## src/rtl/fetch_stage_pkg.sv

```systemverilog
// Shared constants and state encoding for the instruction fetch stage.
package fetch_stage_pkg;

   localparam logic [31:0] DEF_RESET_PC = 32'h0000_3000;
   localparam logic [31:0] DEF_EXC_PC   = 32'h0000_4180;
   localparam logic [31:0] DEF_IM_BASE  = 32'h0000_3000;
   localparam logic [31:0] DEF_IM_LIMIT = 32'h0000_6FFC;

   localparam logic [4:0] EXC_NONE = 5'd0;
   localparam logic [4:0] EXC_ADEL = 5'd4;

   typedef enum logic [1:0] {
      StBoot  = 2'd0,
      StRun   = 2'd1,
      StFault = 2'd2
   } fetch_state_e;

endpackage

```

## src/rtl/fetch_addr_check.sv

```systemverilog
// Fetch address legality: word aligned and inside the instruction memory window.
module fetch_addr_check
   import fetch_stage_pkg::*;
#(
   parameter logic [31:0] IM_BASE  = DEF_IM_BASE,
   parameter logic [31:0] IM_LIMIT = DEF_IM_LIMIT
) (
   input  logic [31:0] pc,
   output logic        legal
);

   // Unsigned window compare plus alignment
   always_comb begin
      legal = (pc[1:0] == 2'b00) && (pc >= IM_BASE) && (pc <= IM_LIMIT);
   end

endmodule

```

## src/rtl/fetch_stage.sv

```systemverilog
// IF stage: owns the PC, applies redirects/stalls, flags fetch address errors
// and drives the F->D pipeline register inputs.
module fetch_stage
   import fetch_stage_pkg::*;
#(
   parameter logic [31:0] RESET_PC = DEF_RESET_PC,
   parameter logic [31:0] EXC_PC   = DEF_EXC_PC,
   parameter logic [31:0] IM_BASE  = DEF_IM_BASE,
   parameter logic [31:0] IM_LIMIT = DEF_IM_LIMIT
) (
   input  logic        clk,
   input  logic        clr_n,
   input  logic        stall,
   input  logic        br_taken,
   input  logic [31:0] br_target,
   input  logic        is_jb_d,
   input  logic        exc_req,
   input  logic        eret,
   input  logic [31:0] epc,
   output logic [31:0] imem_addr,
   input  logic [31:0] imem_rdata,
   output logic [31:0] pc_o,
   output logic [31:0] instr_o,
   output logic [31:0] pc8_o,
   output logic        bd_o,
   output logic [4:0]  exccode_o
);

   logic [31:0]  pc_q, pc_d;
   fetch_state_e state_q, state_d;
   logic         legal;

   fetch_addr_check #(
      .IM_BASE  (IM_BASE),
      .IM_LIMIT (IM_LIMIT)
   ) u_addr_check (
      .pc    (pc_q),
      .legal (legal)
   );

   // PC and FSM state registers
   always_ff @(posedge clk or negedge clr_n) begin
      if (!clr_n) begin
         pc_q    <= RESET_PC;
         state_q <= StBoot;
      end else begin
         pc_q    <= pc_d;
         state_q <= state_d;
      end
   end

   // Next-PC / next-state: exc_req > eret > boot > stall > fault > AdEL > branch > +4
   always_comb begin
      pc_d    = pc_q;
      state_d = state_q;
      if (exc_req) begin
         pc_d    = EXC_PC;
         state_d = StRun;
      end else if (eret) begin
         pc_d    = epc;
         state_d = StRun;
      end else if (state_q == StBoot) begin
         state_d = StRun;
      end else if (stall || state_q == StFault) begin
         // hold
      end else if (!legal) begin
         // Park on the faulting PC; a branch resolved this cycle is dropped
         state_d = StFault;
      end else if (br_taken) begin
         pc_d = br_target;
      end else begin
         pc_d = pc_q + 32'd4;
      end
   end

   // F outputs: bubble unless running with no redirect in flight
   always_comb begin
      instr_o   = 32'd0;
      exccode_o = EXC_NONE;
      bd_o      = 1'b0;
      if (state_q == StRun && !exc_req && !eret) begin
         bd_o = is_jb_d;
         if (legal) begin
            instr_o = imem_rdata;
         end else begin
            exccode_o = EXC_ADEL;
         end
      end
   end

   assign pc_o      = pc_q;
   assign imem_addr = pc_q;
   assign pc8_o     = pc_q + 32'd8;

endmodule

```

## config.mk

```make
export PLATFORM = sky130hd
export DESIGN_NAME = fetch_stage
export DESIGN_NICKNAME = d
export VERILOG_FILES = /design/src/rtl/fetch_stage_pkg.sv /design/src/rtl/fetch_addr_check.sv /design/src/rtl/fetch_stage.sv
export SDC_FILE = /design/constraint.sdc
export NUM_CORES = 1
export LEC_CHECK = 0
export CORE_AREA = 4 4 109 111
export CTS_CLUSTER_SIZE = 24
export DETAILED_ROUTE_END_ITERATION = 7
export DIE_AREA = 0 0 113 115
export GPL_TIMING_DRIVEN = 0
export PLACE_DENSITY = 0.76
export SETUP_SLACK_MARGIN = 0.15
export SYNTH_ARGS = -nofsm -noshare
export SYNTH_HDL_FRONTEND = slang
export SYNTH_SLANG_ARGS = --single-unit
```

## constraint.sdc

```tcl
create_clock -name clk -period 2.7 [get_ports clk]
set_clock_uncertainty 0.1 [all_clocks]
set_input_delay 0.81 -clock clk [delete_from_list [all_inputs] [get_ports clk]]
set_output_delay 0.81 -clock clk [all_outputs]
set_load 0.01 [all_outputs]
```

# Yosys cells after proc, flatten, opt, wreduce, memory -nomap -nowiden
# Index checks and enable logic that the tools add are counted.
# totals
mem_count	0
inputBits	103
mem_bits_ro	0
ram_bits	0
latchBits	0
ff_bits	34
# classes
n_div	0
magnitude_cmp	2
bitwise_logic	0
add_sub_neg	2
n_reduce_logical	12
muxes	16
eq_ne	6
multipliers	0
n_shift	0
# op_table
operator	n
$mux W32	8
$add A32 B3 Y32 const B	1
$add A32 B4 Y32 const B	1
$ge A32 B14 Y1 const B	1
$le A32 B15 Y1 const B	1
$mux W2	5
$mux W3	2
$ne A3 B3 Y1 const B	2
$logic_and A1 B1 Y1	4
$logic_not A2 Y1	2
$ne A4 B3 Y1 const B	1
$ne A4 B4 Y1 const B	1
$reduce_and A3 Y1	1
$reduce_bool A3 Y1	1
$eq A2 B1 Y1 const B	1
$eq A2 B2 Y1 const B	1
$logic_not A1 Y1	2
$reduce_and A2 Y1	1
$logic_or A1 B1 Y1	1
$mux W1	1

# Depth between registers and ports, before layout
# Gate-level depths: netlist of the first run.
# logic_depth
depth_word	8
depth_mapped	8
mapped_depth_nobuf	6

# By module
# From an unflattened synthesis of the first run, not the netlist that was laid out.
# hier_totals
cells_unflattened	512
hier_area_um2	3752.3
# by_module_without_submodules
module	cells_each	instances	area_per_inst_um2	seq_area_each_um2
fetch_stage	502	1	3683.5	853.3
fetch_addr_check	10	1	68.8	0.0

# Worst setup path before layout of the first run
# No wires, ideal clock.
# synth_path
kind	register to output
start	register pc_q[13] (netlist: imem_addr[13])
end	output pc8_o[31]
required_time_ps	1790
slack_ps	-437
stages_incl_launch_ff	7
arrival_ps	2227
cell_sequence	dfstp_2 -> clkbuf_1 -> nand3_1 -> nor4_1 -> nand3_1 -> nor2_1 -> xor2_1
# synth_between
elab_chain_cells	1
# synth_lines
element	line_no	rtl
start: declaration	fetch_stage.sv:29	logic [31:0] pc_q, pc_d;
start signal: assignment	fetch_stage.sv:47	pc_q <= pc_d;
$add A32 B4 Y32	fetch_stage.sv:93	assign pc8_o = pc_q + 32'd8;
end: declaration	fetch_stage.sv:24	output logic [31:0] pc8_o,
# No other way between the ends.

# Worst setup path in the final report of the first run
# layout_path
start	register pc_q[18] (netlist: imem_addr[18])
end	output instr_o[8]
# layout_between
elab_chain_cells	5
# layout_lines
element	line_no	rtl
$ge A32 B14 Y1	fetch_addr_check.sv:14	legal = (pc[1:0] == 2'b00) && (pc >= IM_BASE) && (pc <= IM_LIMIT);
$logic_and A1 B1 Y1	fetch_addr_check.sv:14	
$logic_and A1 B1 Y1 *	fetch_addr_check.sv:14	
$mux W32 *	fetch_stage.sv:83	if (legal) begin
$mux W32 *	fetch_stage.sv:81	if (state_q == StRun && !exc_req && !eret) begin
end: declaration	fetch_stage.sv:23	output logic [31:0] instr_o,
# Every way passes the cells marked *; elsewhere a longest branch is shown, timed or not.

==> impl_results.md, run 1 <==
* Outcome: finished, violations left
* Failing checks: setup timing
* CTS tree: built
* Clock Tree Buf Depth at 2
* Placed cells at 832
* Ys flop type: dfrtp_1
* Max-slew headroom at between 10% and 20%
* Syn Inst Count at 458
* Clock sink total at 34
* Port bufs at 231
* Final Hold Violating Endpoints at 0
* PwrDens at 269 mW/mm²
* Max-cap viol count at 0
* Worst Tran Pin Value at 1240 ps
* WS Path Type: flop to output pin
* Largest family of logic cells by synthesized area: simple AND/OR/NAND/NOR gates
* Leak pwr at 3.41 nW
* Adder-cell area share of the yosys netlist at 1.07%
* Tot GR Track Use at 26.9%
* Total grt overflow at 0
* Filler cells at 802
* Initial DRC count at 527
* Synth async-reset ratio at 100%
* I/O pins at 237
* FP Rows at 38
* Vias in the first global route at 4939
* Fin crit share at 123%
* Syn. warnings at 0
* Clk pin slew, worst setup/hold paths at 80 ps
* Clk_lat worst skew at 290 ps
* Number of library cell types mapped by synthesis at 64
* Die area at 0.0130 mm²
* Total number of vias at approximately 5100
* Avg Cell Area, Syn at roughly 7.7 µm²
* Total power at 2.04 mW
* Share of layout cells above drive strength 1 at 43.0%
* Antenna cells at 0
* DR pass1 iterations at 5
* Non-filler cells, final at 935
* Vias per inst at 5.50
* Final setup viols at 60
* Critical Path Start Type: flop
* Area delta synth->final at 116%
* H-tree depth at 2
* Starting Density at 32.5%
* Die X at 113 µm
* Synthesized area at 0.00351 mm²
* Xor-xnor portion of the synthesized cell area at 7.74%
* Final wirelength at 19.3 mm
* Post-route DRC at 0
* Worst EP required at 1790 ps
* Fmax at around 300 MHz
* First-pass GRT wire length at 27.8 mm
* Pin count of the biggest net entering global routing at 35
* Setup repair after global routing missed its margin: true
* Simple logic cell fraction of the synthesized area at between 20 and 30%
* Final max-slew violation count at 0
* Cells along the critical path: buf_6 -> nor4_4 -> nand3_2 -> nor4_4 -> nor2b_4 -> clkbuf_8 -> buf_6 -> buf_6 -> and2_4 -> buf_6
* Fin nets at 900
* EDFF count, synth at 0
* Post-synthesis mux area share at 0.571%
* Setup ws final at -618 ps
* Part of the Yosys area used for sequential elements at 24.3%
* Maximum fanout along the worst path at 7
* Worst EP arrival at 2410 ps
* Drt wl/cell at 20.6 µm
* Crit end category: output pin
* Worst path most repeated cell: buf_6
* Core area at 0.0108 mm²
* Clock Root Buffer: clkbuf_8
* CTS Hold Bufs at 0
* Worst path slowest cell: dfrtp_1
* Global placer's final weighted congestion at 0.953
* Fin util at 70.1%
* Worst min-delay path class: flop to flop
* DP HPWL at 13.3 mm
* Clock period minus worst slack at 3320 ps
* Chip Height at 115 µm
* Setup TNS at -25790 ps
* ANT nets after route at 0
* Compound-cell area share of the yosys netlist at 21.7%
* Peak VDD IR at 0.198 mV
* Initial antenna violation count at 0
* Worst stage delay on the critical path at 400 ps
* Cts bufs inserted at 5
* Register bit total from synthesis at 34
## registers in the layout, summed over array words and instances (netlist names)
register / count
imem_addr: 32
state_q: 2
## metal layers
metal | share of wire [%] | track usage [%] | vias up
met5 | 0 | 0 | -
met4 | 3.6 | 8.17 | 0
met3 | 10 | 5.05 | 57
met2 | 49 | 45.9 | 354
met1 | 38 | 34.6 | 2469
li1 | - | - | 2267
## per-stage QoR
stage | area (µm²) | hold WS (ps) | setup WS [ps]
3_3_place_gp | 6340 | 379 | -1180
4_1_cts | 7130 | 429 | -622
6_report | 7570 | 424 | -618
5_1_grt | 7570 | 458 | -697
3_5_place_dp | 6330 | 413 | -1190
2_1_floorplan | 3850 | 369 | -30.1
## cell type report
class | instances | area (µm²) | share of cell area, %
multi-input cells | 338 | 2730 | 36.1
clock buffers | 8 | 90.1 | 1.19
repair buffers | 326 | 3060 | 40.4
well taps | 140 | 175 | 2.31
inverters | 14 | 52.6 | 0.694
plain buffers | 75 | 593 | 7.83
flip-flops and latches | 34 | 867 | 11.5
## critical path: cells and delay by family (launching register included)
kind,cells,cell delay (ps)
AND/OR/NAND/NOR,5,1120
buffers and inverters,5,590
flip-flops,1,400
## path summary, 6_finish.rpt
path	start	end	slack, ps	cells past startpoint
worst min register to register	state_q[1]	state_q[1]	420	1
worst max register to register	imem_addr[18]	imem_addr[28]	-220	7
min in group asynchronous	clr_n	imem_addr[18]	530	1
worst max-delay path	imem_addr[18]	instr_o[8]	-620	10
max in group asynchronous	clr_n	imem_addr[31]	1370	1
worst min-delay path	state_q[1]	state_q[1]	420	1
## cells in the mapped netlist, types with 4 or more instances
library cell  instances  area (µm²)
xor2_1               13         114
a31oi_1               8        50.1
and3_1                6        37.5
dfrtp_1              32         801
nor2b_1               4        25.0
nand4_1              11        68.8
o21ai_0              13        65.1
nor2_1               34         128
xnor2_1              18         158
nor3_1               10        50.1
nand2b_1              8        50.1
nand3_1              14        70.1
a21oi_1              20         100
clkbuf_1             25        93.8
nor4_2                4        50.1
buf_6                 4        45.0
o22ai_1               4        25.0
inv_1                14        52.6
buf_4                39         293
a22o_1                7        61.3
o2111ai_1             5        43.8
o31ai_1               5        37.5
and2_1               35         219
nor4_1               10        62.6
nand2_1              40         150
buf_2                 7        35.0
a211oi_1              4        30.0
## logic make-up (layout without fill, tap and decap cells)
family          after synthesis  count (layout)
xor+xnor                     31              31
mux                           2               2
other cells                   1               4
simple gates                192             192
fa+ha+maj                     3               3
compound gates              106             106
flops                        34              34
buf+inv                      89             423
## placed cells by master, fill, tap and decap left out, types with 6 or more instances in the layout
cell type and count:
xor2_1 13, xnor2_2 11, clkbuf_8 8, nor2_1 22, nor2_4 6, nand3_1 7
clkbuf_1 12, buf_4 103, nor2_2 6, buf_6 73, nand2b_1 8, nand3_4 6
nor4_4 10, inv_1 14, a31oi_1 8, dfrtp_2 11, a21oi_1 20, a22o_1 7
clkdlybuf4s50_1 166, dfrtp_1 21, xnor2_1 7, o21ai_0 13, and2_4 32, buf_2 27
nand4_1 11, nand2_1 31
## timing repair
action | CTS | global route
endpoints found under the setup margin | 93 | 87
gates resized for setup | 355 | 59
pin swaps | 29 | 29
setup buffers | 59 | 36
## where the power goes
group          switching, mW  internal [mW]  total [mW]
clock                  0.203          0.209       0.412
combinational          0.442          0.558        1.00
sequential            0.0731          0.550       0.623
No activity file was read; power rests on OpenSTA's default activity.
==> run 2, diff against run 1 <==
Settings changed: HOLD_SLACK_MARGIN set to 0.05.
==> results of run 2 <==
Same layout as run 1: the final DEF is identical, and so are final timing and power.
==> run 3, diff against run 2 <==
Settings changed: SKIP_LAST_GASP set to 1.
==> run 3 against run 2 <==
Compared with the run above: the run still ends with setup timing left; utilization rose by 0.53 points; total power rose by 0.62%; flip-flop and latch count did not move; global-route usage rose by 0.14 points; sequential share of layout area fell by 0.070 points; critical path depth did not move; worst setup slack improved by 7.5 ps; count of clock-buffer cells in the layout did not move; critical path type unchanged; critical endpoint is now instr_o[19]; highest routed layer unchanged.
==> impl_results.md, run 3 (synthesis results as in run 1) <==
* Fin nets at 906 (+0.67%)
* Antenna cells at 0 (unchanged)
* Worst min-delay path class: flop to flop
* Failing checks: setup timing
* Starting Density at 32.5% (unchanged)
* Drt wl/cell at 20.8 µm (+0.87%)
* Leak pwr at 3.41 nW (about the same)
* Crit end category: output pin
* Max-cap viol count at 0 (unchanged)
* Final Hold Violating Endpoints at 0 (unchanged)
* Non-filler cells, final at 941 (+0.64%)
* Final max-slew violation count at 0 (unchanged)
* Die area at 0.0130 mm² (unchanged)
* Worst stage delay on the critical path at 400 ps (about the same)
* Total grt overflow at 0 (unchanged)
* Fin crit share at 123% (-0.28 points)
* DP Area at 0.00633 mm² (unchanged)
* Initial DRC count at 549 (+4.2%)
* DR pass1 iterations at 5 (unchanged)
* DP HPWL at 13.3 mm (unchanged)
* Worst Tran Pin Value at 1270 ps (+28.1 ps)
* Fmax at 302 MHz (+0.23%)
* Maximum fanout along the worst path at 7 (unchanged)
* Clock Tree Buf Depth at 2 (unchanged)
* Commonest non-fill, non-tap cells in the layout: 166 x clkdlybuf4s50_1, 107 x buf_4, 74 x buf_6
* Post-route DRC at 0 (unchanged)
* Setup repair after global routing missed its margin: true
* Finished Cell Area at 0.00763 mm² (+0.76%)
* WS Path Type: flop to output pin
* H-tree depth at 2 (unchanged)
* ANT nets after route at 0 (unchanged)
* Share of layout cells above drive strength 1 at 43.2% (+0.18 points)
* FP Rows at 38 (unchanged)
* First-pass GRT wire length at 28.0 mm (+0.72%)
* Max-slew headroom at 14.9% (-1.9 points)
* Fin util at 70.7% (+0.53 points)
* Outcome: finished, violations left
* Critical Path Start Type: flop
* Cts bufs inserted at 5 (unchanged)
* Worst path most repeated cell: buf_6
* CTS Hold Bufs at 0 (unchanged)
* CTS tree: built
* Peak VDD IR at 0.191 mV (-3.5%)
* Final wirelength at 19.6 mm (+1.5%)
* Vias in the first global route at 4952 (+0.26%)
* Area delta synth->final at 118%
* Worst EP arrival at 2400 ps (about the same)
* Worst EP required at 1790 ps (about the same)
* PwrDens at 268 mW/mm² (-0.14%)
* Core area at 0.0108 mm² (unchanged)
* Commonest non-fill, non-tap cell in the layout: clkdlybuf4s50_1
* Clk_lat worst skew at 290 ps (about the same)
* Post-place setup slack at -1190 ps (unchanged)
* I/O pins at 237 (unchanged)
* Global placer's final weighted congestion at 0.953 (unchanged)
* Clk pin slew, worst setup/hold paths at 80 ps (about the same)
* Die X at 113 µm (unchanged)
* Tot GR Track Use at 27.0% (+0.14 points)
* Port bufs at 231 (unchanged)
* Total number of vias at 5161 (+0.27%)
* Largest register FFs at 32 (unchanged)
* Initial antenna violation count at 0 (unchanged)
* Vias per inst at 5.48 (-0.37%)
* Placed cells at 832 (unchanged)
* Worst path slowest cell: dfrtp_1
* Chip Height at 115 µm (unchanged)
* Setup TNS at -26770 ps (-977 ps)
* Cells along the critical path: buf_6 -> nor4_4 -> nand3_2 -> nor4_4 -> nor2b_4 -> buf_6 -> buf_8 -> buf_6 -> and2_4 -> buf_6
* Final setup viols at 60 (unchanged)
* Clock period minus worst slack at 3310 ps (-7.50 ps)
* Clock Root Buffer: clkbuf_8
* Clock sink total at 34 (unchanged)
* Pin count of the biggest net entering global routing at 35 (unchanged)
* Setup ws final at -610 ps (+7.50 ps)
[run 3: metal layers]
| metal | part of all wire (%) | up-vias | track usage (%) |
|---|---|---|---|
| met5 | 0 | - | 0 |
| met4 | 3.5 | 0 | 8.57 |
| met3 | 9.4 | 68 | 5.53 |
| met2 | 49 | 368 | 46.1 |
| met1 | 38 | 2441 | 34.4 |
| li1 | - | 2284 | - |
[run 3: through the flow]
stage          hold WS (ps)  power [mW]
6_report                427        2.05
5_1_grt                 458        2.12
4_1_cts                 429        1.94
3_5_place_dp            413        1.49
3_3_place_gp            379        1.48
2_1_floorplan           369        1.01
[run 3: worst max-delay path: cells and delay by family (launching register included)]
family / cells / cell delay (ps)
buffers and inverters: 5 / 570
DFF: 1 / 400
and+or+nand+nor: 5 / 1140
[run 3: layout make-up]
class                   count  area [µm²]
inverters                  14        52.6
multi-input cells         338        2720
clock buffers               8        90.1
repair buffers            332        3130
flip-flops and latches     34         868
well taps                 140         175
plain buffers              75         594
fillers                   814        3160
[run 3: final timing paths]
path / slack (ps) / endpoint / cells past startpoint / from
setup / recovery: -610 / instr_o[19] / 10 / imem_addr[18]
hold / removal: 430 / state_q[1] / 1 / state_q[1]
hold reg to reg: 430 / state_q[1] / 1 / state_q[1]
min in group asynchronous: 510 / imem_addr[18] / 1 / clr_n
max in group asynchronous: 1400 / imem_addr[9] / 1 / clr_n
setup reg to reg: -230 / imem_addr[28] / 7 / imem_addr[18]
[run 3: timing repair]
item                                    4_1_cts  5_1_grt
endpoints found under the setup margin       93       89
setup buffers                                59       42
pin swaps                                    29       29
gates resized for setup                     339       76
[run 3: power breakdown]
| group | switching (mW) | total (mW) | internal (mW) |
|---|---|---|---|
| clock | 0.209 | 0.417 | 0.209 |
| combinational | 0.445 | 1.01 | 0.562 |
| sequential | 0.0731 | 0.624 | 0.550 |
